==> config.mk <==
export PLATFORM = sky130hd
export DESIGN_NAME = pkt_buffer_wr_agent_flat
export DESIGN_NICKNAME = d
export VERILOG_FILES = /design/src/rtl/pkt_buffer_wr_agent_if.sv /design/src/rtl/pkt_buffer_wr_agent.sv /design/src/flat_wrapper.sv
export SDC_FILE = /design/constraint.sdc
export NUM_CORES = 1
export LEC_CHECK = 0
export ABC_AREA = 1
export CAP_MARGIN = 20
export CORE_AREA = 2 2 287 289
export CTS_CLUSTER_DIAMETER = 150
export DETAILED_ROUTE_END_ITERATION = 10
export DIE_AREA = 0 0 289 291
export GPL_TIMING_DRIVEN = 0
export SYNTH_ARGS = -nofsm -noshare
export SYNTH_HDL_FRONTEND = slang
export SYNTH_SLANG_ARGS = --single-unit
export TNS_END_PERCENT = 50
==> constraint.sdc <==
create_clock -name axis_aclk -period 11.4 [get_ports axis_aclk]
set_input_delay 2.28 -clock axis_aclk [delete_from_list [all_inputs] [get_ports axis_aclk]]
set_output_delay 2.28 -clock axis_aclk [all_outputs]
set_load 0.01 [all_outputs]
==> src/rtl/pkt_buffer_wr_agent_if.sv <==
// Signal bundle for the packet-buffer write agent: the AXI-Stream beat and control inputs,
// plus the RAM write port, the PIFO push, flow control and the drop counter outputs.
interface pkt_buffer_wr_agent_if #(
  parameter int C_S_AXIS_DATA_WIDTH  = 256,
  parameter int C_S_AXIS_TUSER_WIDTH = 128,
  parameter int ADDR_WIDTH           = 12
) ();
  logic [C_S_AXIS_DATA_WIDTH-1:0]  s_axis_tdata;
  logic [C_S_AXIS_TUSER_WIDTH-1:0] s_axis_tuser;
  logic                            s_axis_tvalid;
  logic                            s_axis_tready;
  logic                            s_axis_tlast;
  logic                            s_ctl_pifo_in_en;
  logic                            s_ctl_buffer_wr_en;
  logic                            s_free_valid;
  logic                            m_mem_wr_en;
  logic [ADDR_WIDTH-1:0]           m_mem_wr_addr;
  logic [C_S_AXIS_DATA_WIDTH:0]    m_mem_wr_data;
  logic                            m_pifo_in_valid;
  logic [31:0]                     m_pifo_in_data;
  logic                            m_buffer_almost_full;
  logic [31:0]                     m_drop_count;

  modport slave (
    input  s_axis_tdata, s_axis_tuser, s_axis_tvalid, s_axis_tready, s_axis_tlast,
    input  s_ctl_pifo_in_en, s_ctl_buffer_wr_en, s_free_valid,
    output m_mem_wr_en, m_mem_wr_addr, m_mem_wr_data, m_pifo_in_valid, m_pifo_in_data,
    output m_buffer_almost_full, m_drop_count
  );

  modport master (
    output s_axis_tdata, s_axis_tuser, s_axis_tvalid, s_axis_tready, s_axis_tlast,
    output s_ctl_pifo_in_en, s_ctl_buffer_wr_en, s_free_valid,
    input  m_mem_wr_en, m_mem_wr_addr, m_mem_wr_data, m_pifo_in_valid, m_pifo_in_data,
    input  m_buffer_almost_full, m_drop_count
  );
endinterface

==> src/rtl/pkt_buffer_wr_agent.sv <==
// Packet buffer write agent: writes accepted packet beats into a circular buffer RAM,
// pushes one PIFO descriptor per complete packet, and discards packets that overflow.
module pkt_buffer_wr_agent #(
  parameter int C_S_AXIS_DATA_WIDTH  = 256,
  parameter int C_S_AXIS_TUSER_WIDTH = 128,
  parameter int ADDR_WIDTH           = 12,
  parameter int AF_THRESH            = 3968,
  parameter int RANK_POS             = 48
) (
  input logic                  axis_aclk,
  input logic                  axis_reset,
  pkt_buffer_wr_agent_if.slave bus
);

  localparam int OCC_W = ADDR_WIDTH + 1;
  localparam logic [OCC_W-1:0] OCC_FULL = {1'b1, {ADDR_WIDTH{1'b0}}};
  localparam logic [OCC_W-1:0] AF_OCC   = OCC_W'(AF_THRESH);

  typedef enum logic [1:0] {
    S_IDLE    = 2'd0,
    S_WRITE   = 2'd1,
    S_DISCARD = 2'd2
  } state_t;

  state_t                       state_q, state_d;
  logic [ADDR_WIDTH-1:0]        wr_ptr_q, wr_ptr_d;
  logic [ADDR_WIDTH-1:0]        sop_addr_q, sop_addr_d;
  logic [18:0]                  rank_q, rank_d;
  logic [OCC_W-1:0]             pkt_words_q, pkt_words_d;
  logic [OCC_W-1:0]             occ_q, occ_d;
  logic [31:0]                  drop_q, drop_d;
  logic                         mem_wr_en_q, mem_wr_en_d;
  logic [ADDR_WIDTH-1:0]        mem_wr_addr_q, mem_wr_addr_d;
  logic [C_S_AXIS_DATA_WIDTH:0] mem_wr_data_q, mem_wr_data_d;
  logic                         pifo_valid_q, pifo_valid_d;
  logic [31:0]                  pifo_data_q, pifo_data_d;
  logic                         af_q, af_d;

  logic                         accept;
  logic                         full;
  logic                         free_ok;
  logic                         do_write;
  logic                         emit;
  logic [18:0]                  emit_rank;
  logic [ADDR_WIDTH-1:0]        emit_sop;
  logic [OCC_W-1:0]             rollback;
  logic [18:0]                  beat_rank;
  logic [31:0]                  drop_inc;
  logic                         unused_tuser;

  assign accept    = bus.s_axis_tvalid & bus.s_axis_tready & bus.s_ctl_buffer_wr_en;
  assign full      = (occ_q == OCC_FULL);
  // A release with nothing buffered is a read-side glitch; never let occupancy underflow.
  assign free_ok   = bus.s_free_valid & (occ_q != '0);
  assign beat_rank = bus.s_axis_tuser[RANK_POS +: 19];
  assign drop_inc  = (drop_q == 32'hFFFF_FFFF) ? drop_q : drop_q + 32'd1;
  assign unused_tuser = ^bus.s_axis_tuser;

  always_comb begin
    state_d     = state_q;
    wr_ptr_d    = wr_ptr_q;
    sop_addr_d  = sop_addr_q;
    rank_d      = rank_q;
    pkt_words_d = pkt_words_q;
    drop_d      = drop_q;
    do_write    = 1'b0;
    emit        = 1'b0;
    emit_rank   = rank_q;
    emit_sop    = sop_addr_q;
    rollback    = '0;

    case (state_q)
      S_IDLE: begin
        // Beats without the PIFO enable are tails of abandoned packets and are dropped silently.
        if (accept && bus.s_ctl_pifo_in_en) begin
          if (full) begin
            drop_d      = drop_inc;
            pkt_words_d = '0;
            if (!bus.s_axis_tlast) state_d = S_DISCARD;
          end else begin
            do_write    = 1'b1;
            sop_addr_d  = wr_ptr_q;
            rank_d      = beat_rank;
            pkt_words_d = OCC_W'(1);
            wr_ptr_d    = wr_ptr_q + ADDR_WIDTH'(1);
            if (bus.s_axis_tlast) begin
              emit      = 1'b1;
              emit_rank = beat_rank;
              emit_sop  = wr_ptr_q;
            end else begin
              state_d = S_WRITE;
            end
          end
        end
      end
      S_WRITE: begin
        if (accept) begin
          if (full) begin
            wr_ptr_d    = sop_addr_q;
            rollback    = pkt_words_q;
            pkt_words_d = '0;
            drop_d      = drop_inc;
            state_d     = bus.s_axis_tlast ? S_IDLE : S_DISCARD;
          end else begin
            do_write    = 1'b1;
            wr_ptr_d    = wr_ptr_q + ADDR_WIDTH'(1);
            pkt_words_d = pkt_words_q + OCC_W'(1);
            if (bus.s_axis_tlast) begin
              emit    = 1'b1;
              state_d = S_IDLE;
            end
          end
        end
      end
      S_DISCARD: begin
        if (accept && bus.s_axis_tlast) state_d = S_IDLE;
      end
      default: state_d = S_IDLE;
    endcase

    occ_d = occ_q + OCC_W'(do_write) - OCC_W'(free_ok) - rollback;

    mem_wr_en_d   = do_write;
    mem_wr_addr_d = do_write ? wr_ptr_q : mem_wr_addr_q;
    mem_wr_data_d = do_write ? {bus.s_axis_tlast, bus.s_axis_tdata} : mem_wr_data_q;
    pifo_valid_d  = emit;
    pifo_data_d   = emit ? {1'b1, emit_rank, 12'(emit_sop)} : pifo_data_q;
    // Flag follows the occupancy being loaded this cycle so it lines up with the new count.
    af_d          = (occ_d >= AF_OCC);
  end

  always_ff @(posedge axis_aclk) begin
    if (axis_reset) begin
      state_q       <= S_IDLE;
      wr_ptr_q      <= '0;
      sop_addr_q    <= '0;
      rank_q        <= '0;
      pkt_words_q   <= '0;
      occ_q         <= '0;
      drop_q        <= '0;
      mem_wr_en_q   <= 1'b0;
      mem_wr_addr_q <= '0;
      mem_wr_data_q <= '0;
      pifo_valid_q  <= 1'b0;
      pifo_data_q   <= '0;
      af_q          <= 1'b0;
    end else begin
      state_q       <= state_d;
      wr_ptr_q      <= wr_ptr_d;
      sop_addr_q    <= sop_addr_d;
      rank_q        <= rank_d;
      pkt_words_q   <= pkt_words_d;
      occ_q         <= occ_d;
      drop_q        <= drop_d;
      mem_wr_en_q   <= mem_wr_en_d;
      mem_wr_addr_q <= mem_wr_addr_d;
      mem_wr_data_q <= mem_wr_data_d;
      pifo_valid_q  <= pifo_valid_d;
      pifo_data_q   <= pifo_data_d;
      af_q          <= af_d;
    end
  end

  assign bus.m_mem_wr_en          = mem_wr_en_q;
  assign bus.m_mem_wr_addr        = mem_wr_addr_q;
  assign bus.m_mem_wr_data        = mem_wr_data_q;
  assign bus.m_pifo_in_valid      = pifo_valid_q;
  assign bus.m_pifo_in_data       = pifo_data_q;
  assign bus.m_buffer_almost_full = af_q;
  assign bus.m_drop_count         = drop_q;

endmodule

==> src/flat_wrapper.sv <==
// flat-port wrapper written by rule: the top's interface ports become plain ports
module pkt_buffer_wr_agent_flat 
#(
  parameter int C_S_AXIS_DATA_WIDTH  = 256,
  parameter int C_S_AXIS_TUSER_WIDTH = 128,
  parameter int ADDR_WIDTH           = 12,
  parameter int AF_THRESH            = 3968,
  parameter int RANK_POS             = 48
)
  (axis_aclk, axis_reset, bus_s_axis_tdata, bus_s_axis_tuser, bus_s_axis_tvalid, bus_s_axis_tready, bus_s_axis_tlast, bus_s_ctl_pifo_in_en, bus_s_ctl_buffer_wr_en, bus_s_free_valid, bus_m_mem_wr_en, bus_m_mem_wr_addr, bus_m_mem_wr_data, bus_m_pifo_in_valid, bus_m_pifo_in_data, bus_m_buffer_almost_full, bus_m_drop_count);
  pkt_buffer_wr_agent_if #(.C_S_AXIS_DATA_WIDTH(C_S_AXIS_DATA_WIDTH), .C_S_AXIS_TUSER_WIDTH(C_S_AXIS_TUSER_WIDTH), .ADDR_WIDTH(ADDR_WIDTH)) bus_i ();
  input logic axis_aclk;
  input logic axis_reset;
  input wire logic [$bits(bus_i.s_axis_tdata)-1:0] bus_s_axis_tdata;
  input wire logic [$bits(bus_i.s_axis_tuser)-1:0] bus_s_axis_tuser;
  input wire logic [$bits(bus_i.s_axis_tvalid)-1:0] bus_s_axis_tvalid;
  input wire logic [$bits(bus_i.s_axis_tready)-1:0] bus_s_axis_tready;
  input wire logic [$bits(bus_i.s_axis_tlast)-1:0] bus_s_axis_tlast;
  input wire logic [$bits(bus_i.s_ctl_pifo_in_en)-1:0] bus_s_ctl_pifo_in_en;
  input wire logic [$bits(bus_i.s_ctl_buffer_wr_en)-1:0] bus_s_ctl_buffer_wr_en;
  input wire logic [$bits(bus_i.s_free_valid)-1:0] bus_s_free_valid;
  output wire logic [$bits(bus_i.m_mem_wr_en)-1:0] bus_m_mem_wr_en;
  output wire logic [$bits(bus_i.m_mem_wr_addr)-1:0] bus_m_mem_wr_addr;
  output wire logic [$bits(bus_i.m_mem_wr_data)-1:0] bus_m_mem_wr_data;
  output wire logic [$bits(bus_i.m_pifo_in_valid)-1:0] bus_m_pifo_in_valid;
  output wire logic [$bits(bus_i.m_pifo_in_data)-1:0] bus_m_pifo_in_data;
  output wire logic [$bits(bus_i.m_buffer_almost_full)-1:0] bus_m_buffer_almost_full;
  output wire logic [$bits(bus_i.m_drop_count)-1:0] bus_m_drop_count;
  assign bus_i.s_axis_tdata = bus_s_axis_tdata;
  assign bus_i.s_axis_tuser = bus_s_axis_tuser;
  assign bus_i.s_axis_tvalid = bus_s_axis_tvalid;
  assign bus_i.s_axis_tready = bus_s_axis_tready;
  assign bus_i.s_axis_tlast = bus_s_axis_tlast;
  assign bus_i.s_ctl_pifo_in_en = bus_s_ctl_pifo_in_en;
  assign bus_i.s_ctl_buffer_wr_en = bus_s_ctl_buffer_wr_en;
  assign bus_i.s_free_valid = bus_s_free_valid;
  assign bus_m_mem_wr_en = bus_i.m_mem_wr_en;
  assign bus_m_mem_wr_addr = bus_i.m_mem_wr_addr;
  assign bus_m_mem_wr_data = bus_i.m_mem_wr_data;
  assign bus_m_pifo_in_valid = bus_i.m_pifo_in_valid;
  assign bus_m_pifo_in_data = bus_i.m_pifo_in_data;
  assign bus_m_buffer_almost_full = bus_i.m_buffer_almost_full;
  assign bus_m_drop_count = bus_i.m_drop_count;
  pkt_buffer_wr_agent #(.C_S_AXIS_DATA_WIDTH(C_S_AXIS_DATA_WIDTH), .C_S_AXIS_TUSER_WIDTH(C_S_AXIS_TUSER_WIDTH), .ADDR_WIDTH(ADDR_WIDTH), .AF_THRESH(AF_THRESH), .RANK_POS(RANK_POS)) u_core (.axis_aclk(axis_aclk), .axis_reset(axis_reset), .bus(bus_i));
endmodule
; Yosys cells after proc, flatten, opt, wreduce, memory -nomap -nowiden
; Cells that the tools add are included.
; Widths: inputs -> output; s select.
[op_classes]
add_sub_neg = 6
magnitude_cmp = 1
n_eq_ne = 10
bitwise_logic = 4
reduce_logical = 9
mux = 45
[op_table]
columns = cell, count
row1 = $mux 32, 4
row2 = $mux 12, 8
row3 = $mux 13, 6
row4 = $mux 19, 4
row5 = $pmux 32 s2, 1
row6 = $add 32x1->32 const B, 1
row7 = $eq 32x32->1 const B, 1
row8 = $pmux 13 s2, 1
row9 = $pmux 12 s2, 1
row10 = $mux 2, 9
row11 = $add 13x1->13, 1
row12 = $add 13x1->13 const B, 1
row13 = $eq 13x13->1 const B, 1
row14 = $ge 13x12->1 const B, 1
row15 = $reduce_bool 13->1, 1
row16 = $sub 13x1->13, 1
row17 = $sub 13x13->13, 1
row18 = $add 12x1->12 const B, 1
row19 = $mux 1, 8
row20 = $ne 2x1->1 const B, 3
row21 = $pmux 2 s3, 1
row22 = $reduce_and 3->1, 2
row23 = $reduce_and 5->1, 1
row24 = $ne 2x2->1 const B, 2
row25 = 10 further kinds, 14
[word_totals]
in_bits = 392
regBits = 407

; Logic depth before layout (Yosys ltp)
[depth]
word_depth = 9
mapped_depth = 22
ltp_nobuf = 22

; Least setup slack after synthesis
; Ideal clock, no wire load.
[synth_timing]
path_type = input-to-reg
startpoint = input bus_s_ctl_buffer_wr_en
endpoint = register u_core.af_q (netlist: u_core.bus.m_buffer_almost_full)
cell_stages = 20
arrival_ns = 5.252
setup_slack_ns = 6.089
required_ns = 11.340
path_cell_list = nand3_1 a21oi_2 nand3_4 buf_6 buf_2 fa_1 fa_1 inv_1 ha_1 inv_1 fa_1 inv_1 nand3_1 nand2_1 nand2_1 nand3_1 nand2_1 nor2_1 nand4_1 nand2_1
[synth_between]
elab_chain_cells = 8
elab_cells_between_ends = 11
cone_classes = add/sub: 3 / order compare: 1 / mux: 5 / bitwise: 1 / reduce/logical: 1
[synth_rtl]
columns = element, line
row1 = "start, declared", flat_wrapper.sv:20  ; input wire logic [$bits(bus_i.s_ctl_buffer_wr_en)-1:0] bus_s_ctl_buffer_wr_en;
row2 = $and 1x1->1 (*), pkt_buffer_wr_agent.sv:51  ; assign accept = bus.s_axis_tvalid & bus.s_axis_tready & bus.s_ctl_buffer_wr_en;
row3 = $logic_and 1x1->1, pkt_buffer_wr_agent.sv:75  ; if (accept && bus.s_ctl_pifo_in_en) begin
row4 = $mux 1, pkt_buffer_wr_agent.sv:75
row5 = $pmux 1 s2, pkt_buffer_wr_agent.sv:72  ; case (state_q)
row6 = $add 13x1->13, pkt_buffer_wr_agent.sv:121  ; occ_d = occ_q + OCC_W'(do_write) - OCC_W'(free_ok) - rollback;
row7 = $sub 13x1->13, pkt_buffer_wr_agent.sv:121
row8 = $sub 13x13->13 (*), pkt_buffer_wr_agent.sv:121
row9 = $ge 13x12->1 (*), pkt_buffer_wr_agent.sv:129  ; af_d = (occ_d >= AF_OCC);
row10 = "end signal, assigned", pkt_buffer_wr_agent.sv:146  ; af_q <= 1'b0;
row11 = "end signal, assigned", pkt_buffer_wr_agent.sv:160  ; af_q <= af_d;
row12 = "end, declared", pkt_buffer_wr_agent.sv:37  ; logic af_q, af_d;
; Every way passes the cells marked *; elsewhere a longest branch is shown, timed or not.
; A chain may end at the register's enable or synchronous reset.

; Worst setup path in the final report
; Same ends and word-level chain as after synthesis.

==> metrics.md <==
| Metric | Value |
|---|---|
| H-tree Lvls | 2 |
| Vias in the first global route | 16400 |
| Area leader, netlist | dfxtp_1 |
| Final instance area | 0.0264 sq mm |
| Maximum clock path buffer count | 3 |
| Crit path capture type | flop |
| Cell count of the worst hold path | 2 |
| Hold wc startpoint | u_core.rank_q[16]$_SDFFE_PP0P_ |
| Final #Nets | 3432 |
| # DRC | 0 |
| Most used DFF post-synth | dfxtp_1 |
| Post-synth ARST share | 0% |
| Post-synth top area share | 47.6% |
| GRT Residual Overflow | 0 |
| Tot Pwr | 4140 uW |
| Layout area overhead | 54.2% |
| Post-Layout Cell Count | 4117 |
| Pwr dens | 157 mW/mm^2 |
| Starting Density | 21.1% |
| Final setup viols | 0 |
| Slew @ Worst Pin | 849 ps |
| Clock skew | 17.6 ps |
| CTS Hold Bufs | 0 |
| Status | finished, final reports clean |
| TNS Setup | 0 ps |
| Post-DP HPWL | 55500 um |
| Peak supply drop | 0.0000975 V |
| R2R depth | 22 |
| All-Layer GR Usage | 16.1% |
| # rows | 105 |
| Post-layout min period | 5950 ps |
| I/O pin cnt | 728 |
| Final Max Slew Viols | 0 |
| Post-synth EDFFs | 0 |
| Reg-to-reg endpoint | u_core.bus.m_buffer_almost_full$_SDFF_PP0_ |
| DRT iter0 DRCs | 926 |
| Final Cycle Share | 52.2% |
| Worst EP required | 11920 ps |
| Clock Root Buffer | clkbuf_16 |
| Internal Power | 2910 uW |
| CTS tree | yes |
| Core Area | 0.0812 sq mm |
| Syn nets | 2758 |
| Syn_area_per_cell | 7.35 sq um |
| Mapped Area | 0.0171 sq mm |
| Final WL | 70800 um |
| Synthesis Warnings | 0 |
| GP Congestion | 0.886 |
| Per-cell routed wire length | 17.2 um |
| DP Area | 0.0247 sq mm |
| Sw Ratio | 29.7% |
| Vias post-DR | 17200 |
| Clk slew on worst S/H paths | 60 ps |
| # fillers | 8627 |
| Static Leak | 0.00973 uW |
| Yosys cell types | 39 |
| Post-CTS setup buffers | 0 |
| Max-slew headroom | 43.4% |
| Worst min-delay path class | reg -> reg |
| Die W | 289 um |
| Pre-CTS setup slack | 4740 ps |
| Worst endpoint data arrival time | 6470 ps |
| Crit path launch type | primary input |
| Fmax | 168 MHz |
| Sw power | 1230 uW |
| Final Worst Setup Slack | 5450 ps |
| Clock Sinks | 407 |
| Post-route ant nets | 0 |
| FF-to-FF setup slack | 7380 ps |
| Top post-synthesis cells by area | dfxtp_1, nand2_1, a21oi_1 |
| Port bufs | 618 |
| First-pass GRT wire length | 104000 um |
| Vias/cell | 4.18 |
| Critical path fanouts, max | 10 |
| Resize count post-CTS | 0 |
| Final Hold Viols | 0 |
| Die Footprint | 0.0841 sq mm |
| Antenna violations before repair | 7 |
| Comb power frac | 22.7% |
| Register bit total from synthesis | 407 |
| Worst skew pair latency | 590 ps |
| WS Path Type | in -> reg |
| WHS Endpoint | u_core.rank_q[16]$_SDFFE_PP0P_ |
| TritonCTS buffer count | 50 |
| Die Height | 291 um |
| Post-synthesis sequential area ratio | 47.6% |
| RSZ-0062 raised after global routing | no |
| Max Cap Violations | 0 |
| Synth Instances | 2329 |
| Largest net degree at the start of global routing | 14 |
| FF-to-FF Start | u_core.occ_q[3]$_SDFF_PP0_ |
| Share of post-route cells with drive strength above 1 | 6.01% |
| DP Cell Count | 4021 |
| First-pass DRT Iterations | 5 |
| Reg power frac | 37.9% |
| Clock network power share | 39.4% |
## per-stage QoR
stage | hold WS, ps | utilization (%)
final | 451 | 32.5
after global routing | 475 | 32.5
after CTS | 455 | 32.5
after detailed placement | 447 | 30.4
after global placement | 440 | 30.4
after floorplan | 430 | -
## power groups by stage
stage / sequential, uW / combinational, uW / clock, uW
floorplan: 1620 / 494 / 0
global placement: 1600 / 942 / 0
detailed placement: 1600 / 948 / 0
CTS: 1570 / 953 / 1680
global route: 1580 / 1050 / 1740
finish: 1570 / 940 / 1630
## Yosys cell counts (2+ instances only)
library cell	instances
o211ai_1	2
buf_6	44
o21ai_0	90
buf_2	24
fa_1	3
nand3_1	52
xnor2_1	11
inv_2	3
nand2_1	847
nor3_1	17
nand4_1	13
ha_1	34
nor2_1	133
o21a_1	11
xor2_1	17
nor2_4	3
nand3b_1	5
clkbuf_1	50
a21oi_1	364
nor2_2	6
dfxtp_1	407
buf_4	5
inv_1	172
## worst max-delay path: stages
cell	delay, ps
clkdlybuf4s50_1	470
nand3_1	250
a21oi_2	290
nand3_4	130
buf_6	190
buf_2	240
fa_1	460
fa_1	440
inv_1	70
ha_1	220
inv_1	70
fa_1	400
inv_1	120
nand3_1	80
nand2_1	110
nand2_1	90
nand3_1	70
nand2_1	50
nor2_1	150
nand4_1	150
nand2_1	120
## area by class of cell
class                   instances  area (sq um)  area share [%]
flip-flops and latches        407          8150            30.9
multi-input cells            1619          7430            28.1
repair buffers                622          6250            23.7
clock buffers                  75          1520            5.74
well taps                    1070          1340            5.07
plain buffers                 127           885            3.35
inverters                     176           666            2.52
clock inverters                17           174           0.659
diodes                          4          10.0          0.0379
## kinds of logic (layout without fill, tap and decap cells)
logic type | Yosys count | in the layout | synth area share, %
buffers and inverters | 303 | 1017 | 9.05
other | 0 | 4 | 0
flip-flops | 407 | 407 | 47.6
AND/OR/NAND/NOR | 1081 | 1081 | 24.9
XOR/XNOR | 28 | 28 | 1.43
AO/OA/AOI/OAI | 473 | 473 | 14.2
adder cells (fa/ha/maj) | 37 | 37 | 2.84
## how the worst max path moves through the flow
stage                                start  depth (start not counted)                                         end  slack, ps
floorplan           bus_s_ctl_buffer_wr_en                         20  u_core.bus.m_buffer_almost_full$_SDFF_PP0_       6090
global placement    bus_s_ctl_buffer_wr_en                         21  u_core.bus.m_buffer_almost_full$_SDFF_PP0_       4780
detailed placement  bus_s_ctl_buffer_wr_en                         21  u_core.bus.m_buffer_almost_full$_SDFF_PP0_       4740
CTS                 bus_s_ctl_buffer_wr_en                         21  u_core.bus.m_buffer_almost_full$_SDFF_PP0_       5380
global route        bus_s_ctl_buffer_wr_en                         21  u_core.bus.m_buffer_almost_full$_SDFF_PP0_       5150
finish              bus_s_ctl_buffer_wr_en                         21  u_core.bus.m_buffer_almost_full$_SDFF_PP0_       5450
## flip-flops by register name, indices dropped and copies added (netlist names)
signal and cells:
u_core.bus.m_buffer_almost_full 1, u_core.bus.m_drop_count 32, u_core.bus.m_mem_wr_addr 12, u_core.bus.m_mem_wr_data 257
u_core.bus.m_mem_wr_en 1, u_core.bus.m_pifo_in_data 32, u_core.bus.m_pifo_in_valid 1, u_core.occ_q 13
u_core.pkt_words_q 13, u_core.rank_q 19, u_core.sop_addr_q 12, u_core.state_q 2
u_core.wr_ptr_q 12
## cell usage in the layout (no fill, tap or decap), drive strengths merged, types with 14 or more instances in the layout
| cell type | instances |
|---|---|
| nand3 | 54 |
| o21ai | 91 |
| ha | 34 |
| nor2 | 142 |
| clkdlybuf4s50 | 618 |
| xor2 | 17 |
| a21oi | 365 |
| dfxtp | 407 |
| buf | 80 |
| nand4 | 14 |
| nor3 | 17 |
| nand2 | 849 |
| inv | 179 |
| clkbuf | 126 |
## routing by layer
layer / GRT usage [%] / share of wire [%]
met3: 3.63 / 7.0
met1: 19.8 / 42
met2: 27.8 / 48
met4: 4.68 / 2.3
met5: 0 / 0.018
(Power assumes the default switching activity.)
==> edit: new RTL, same settings <==
Encoding of `state_t`: now one-hot (3 bits for 3 states).
--- a/src/rtl/pkt_buffer_wr_agent.sv
+++ b/src/rtl/pkt_buffer_wr_agent.sv
@@ -16,10 +16,10 @@
   localparam logic [OCC_W-1:0] OCC_FULL = {1'b1, {ADDR_WIDTH{1'b0}}};
   localparam logic [OCC_W-1:0] AF_OCC   = OCC_W'(AF_THRESH);
 
-  typedef enum logic [1:0] {
-    S_IDLE    = 2'd0,
-    S_WRITE   = 2'd1,
-    S_DISCARD = 2'd2
+  typedef enum logic [2:0] {
+    S_IDLE    = 3'b001,
+    S_WRITE   = 3'b010,
+    S_DISCARD = 3'b100
   } state_t;
 
   state_t                       state_q, state_d;
Formal check against the unedited RTL: same outputs for any inputs over 4 cycles, from zero or initial values and one cycle with axis_reset high; so few cycles prove little.
==> edit against the original RTL <==
Via count is 1.4% higher; routed wire length is 1.2% higher; sequential share of layout area is 0.50 points higher; clock skew is 0.029 ns higher; largest cell class unchanged; count of clock-buffer cells in the layout is 8 lower; sequential cell count is 1 higher; first-iteration DRC count is 31% higher; utilization is 0.44 points lower; design area is 1.4% lower; total power is 0.21% higher; area after synthesis is 1.5% lower; worst hold slack better by 0.00096 ns; combinational power is 3.2% higher; setup slack worse by 0.18 ns.
==> edit: results (changes against the original RTL) <==
* Syn_nets at 2780 (was 2758)
* Pre-CTS WS at 4.531 ns (was 4.737 ns)
* Xor/xnor share of the synthesized area at 0.01299 (was 0.01432)
* Setup ws final at 5.265 ns (was 5.447 ns)
* Pwr dens at 159.3 mW/mm^2 (was 156.8 mW/mm^2)
* Largest stage delay, worst path at 0.50 ns (was 0.47 ns)
* TritonRoute pass-1 iters at 5 (unchanged)
* Run status: finished clean (unchanged)
* Hold Path End: u_core.rank_q[4]$_SDFFE_PP0P_ (was u_core.rank_q[16]$_SDFFE_PP0P_)
* Total Wirelength at 71.72 mm (was 70.84 mm)
* Adder-Cell Fraction of Synth Area at 0.02880 (was 0.02835)
* CTS Buf Count at 48 (was 50)
* Vias in the first global route at 16490 (was 16400)
* Top post-synthesis cells by area: dfxtp_1 (48%), nand2_1 (20%), a21oi_1 (11%) (was dfxtp_1 (48%), nand2_1 (19%), a21oi_1 (11%))
* Placed Area at 0.02438 mm^2 (was 0.02471 mm^2)
* Reg2reg setup slack at 6.88 ns (was 7.38 ns)
* Routed vias at 17460 (was 17220)
* Largest net degree at the start of global routing at 15 (was 14)
* Antenna violations before repair at 4 (was 7)
* Gr usage total at 0.1633 (was 0.1612)
* Synth Instances at 2351 (was 2329)
* Register-to-Register Path Depth at 21 (was 22)
* Hold_sp: u_core.rank_q[4]$_SDFFE_PP0P_ (was u_core.rank_q[16]$_SDFFE_PP0P_)
* Nets@finish at 3448 (was 3432)
* First-pass GRT wire length at 104.6 mm (was 104.0 mm)
* Reg-to-reg critical path startpoint: u_core.occ_q[1]$_SDFF_PP0_ (was u_core.occ_q[3]$_SDFF_PP0_)
* Final HPWL DP at 56.21 mm (was 55.51 mm)
* Fillers at 8734 (was 8627)
* Non-Filler Instances at 4129 (was 4117)
* Share of layout cells above drive strength 1 at 0.05461 (was 0.06014)
* Synth top cells by count: nand2_1 (883), dfxtp_1 (408), a21oi_1 (368) (was nand2_1 (847), dfxtp_1 (407), a21oi_1 (364))
* IR drop worst, VDD at 0.09928 mV (was 0.09754 mV)
* Routability cong. at 0.9018 (was 0.8858)
* Critical Path AT at 6.67 ns (was 6.47 ns)
* Port buffer count at 617 (was 618)
* Post-synthesis compound-gate area fraction at 0.1409 (was 0.1415)
* Yosys cell types at 34 (was 39)
* Sequential power share at 0.376 (was 0.379)
* Psw at 1.304 mW (was 1.231 mW)
* Hold WS at 0.4522 ns (was 0.4512 ns)
* CP Max Fanout at 10 (unchanged)
* Layout Skew at 0.04667 ns (was 0.01762 ns)
* Slew @ Worst Pin at 1.026 ns (was 0.8485 ns)
* CP max stage cell: fa_1 (was clkdlybuf4s50_1)
* Drt initial violations at 1216 (was 926)
* Seq/Total Area, Yosys at 0.4845 (was 0.4758)
## edit: changes by cell type after synthesis, sizes merged, moves of 5 or more
cell,change
nand2,+34
inv,-14
o21ai,+11
o21a,-10
nand3b,+7
nor2,-7
nand3,-10
nor3,+5
## edit: cell type report
| class | instances | area, um^2 | area share |
|---|---|---|---|
| clock buffer | 67 | 1373 | 0.05268 |
| clock inverter | 22 | 292.8 | 0.01124 |
| timing repair buffer | 618 | 6187 | 0.2375 |
| antenna | 1 | 2.502 | 0.00009605 |
| sequential | 408 | 8168 | 0.3135 |
| tap | 1070 | 1339 | 0.05139 |
| buffer | 132 | 620.6 | 0.02382 |
| inverter | 163 | 613.1 | 0.02353 |
| multi-input combinational | 1648 | 7457 | 0.2862 |
## edit: per-layer routing
layer | vias to the layer above | track usage | part of all wire
met5 | - | 0 | 0
met4 | 0 | 0.04564 | 0.025
met3 | 91 | 0.04216 | 0.081
met2 | 619 | 0.2699 | 0.46
met1 | 7918 | 0.2083 | 0.43
li1 | 8830 | - | -
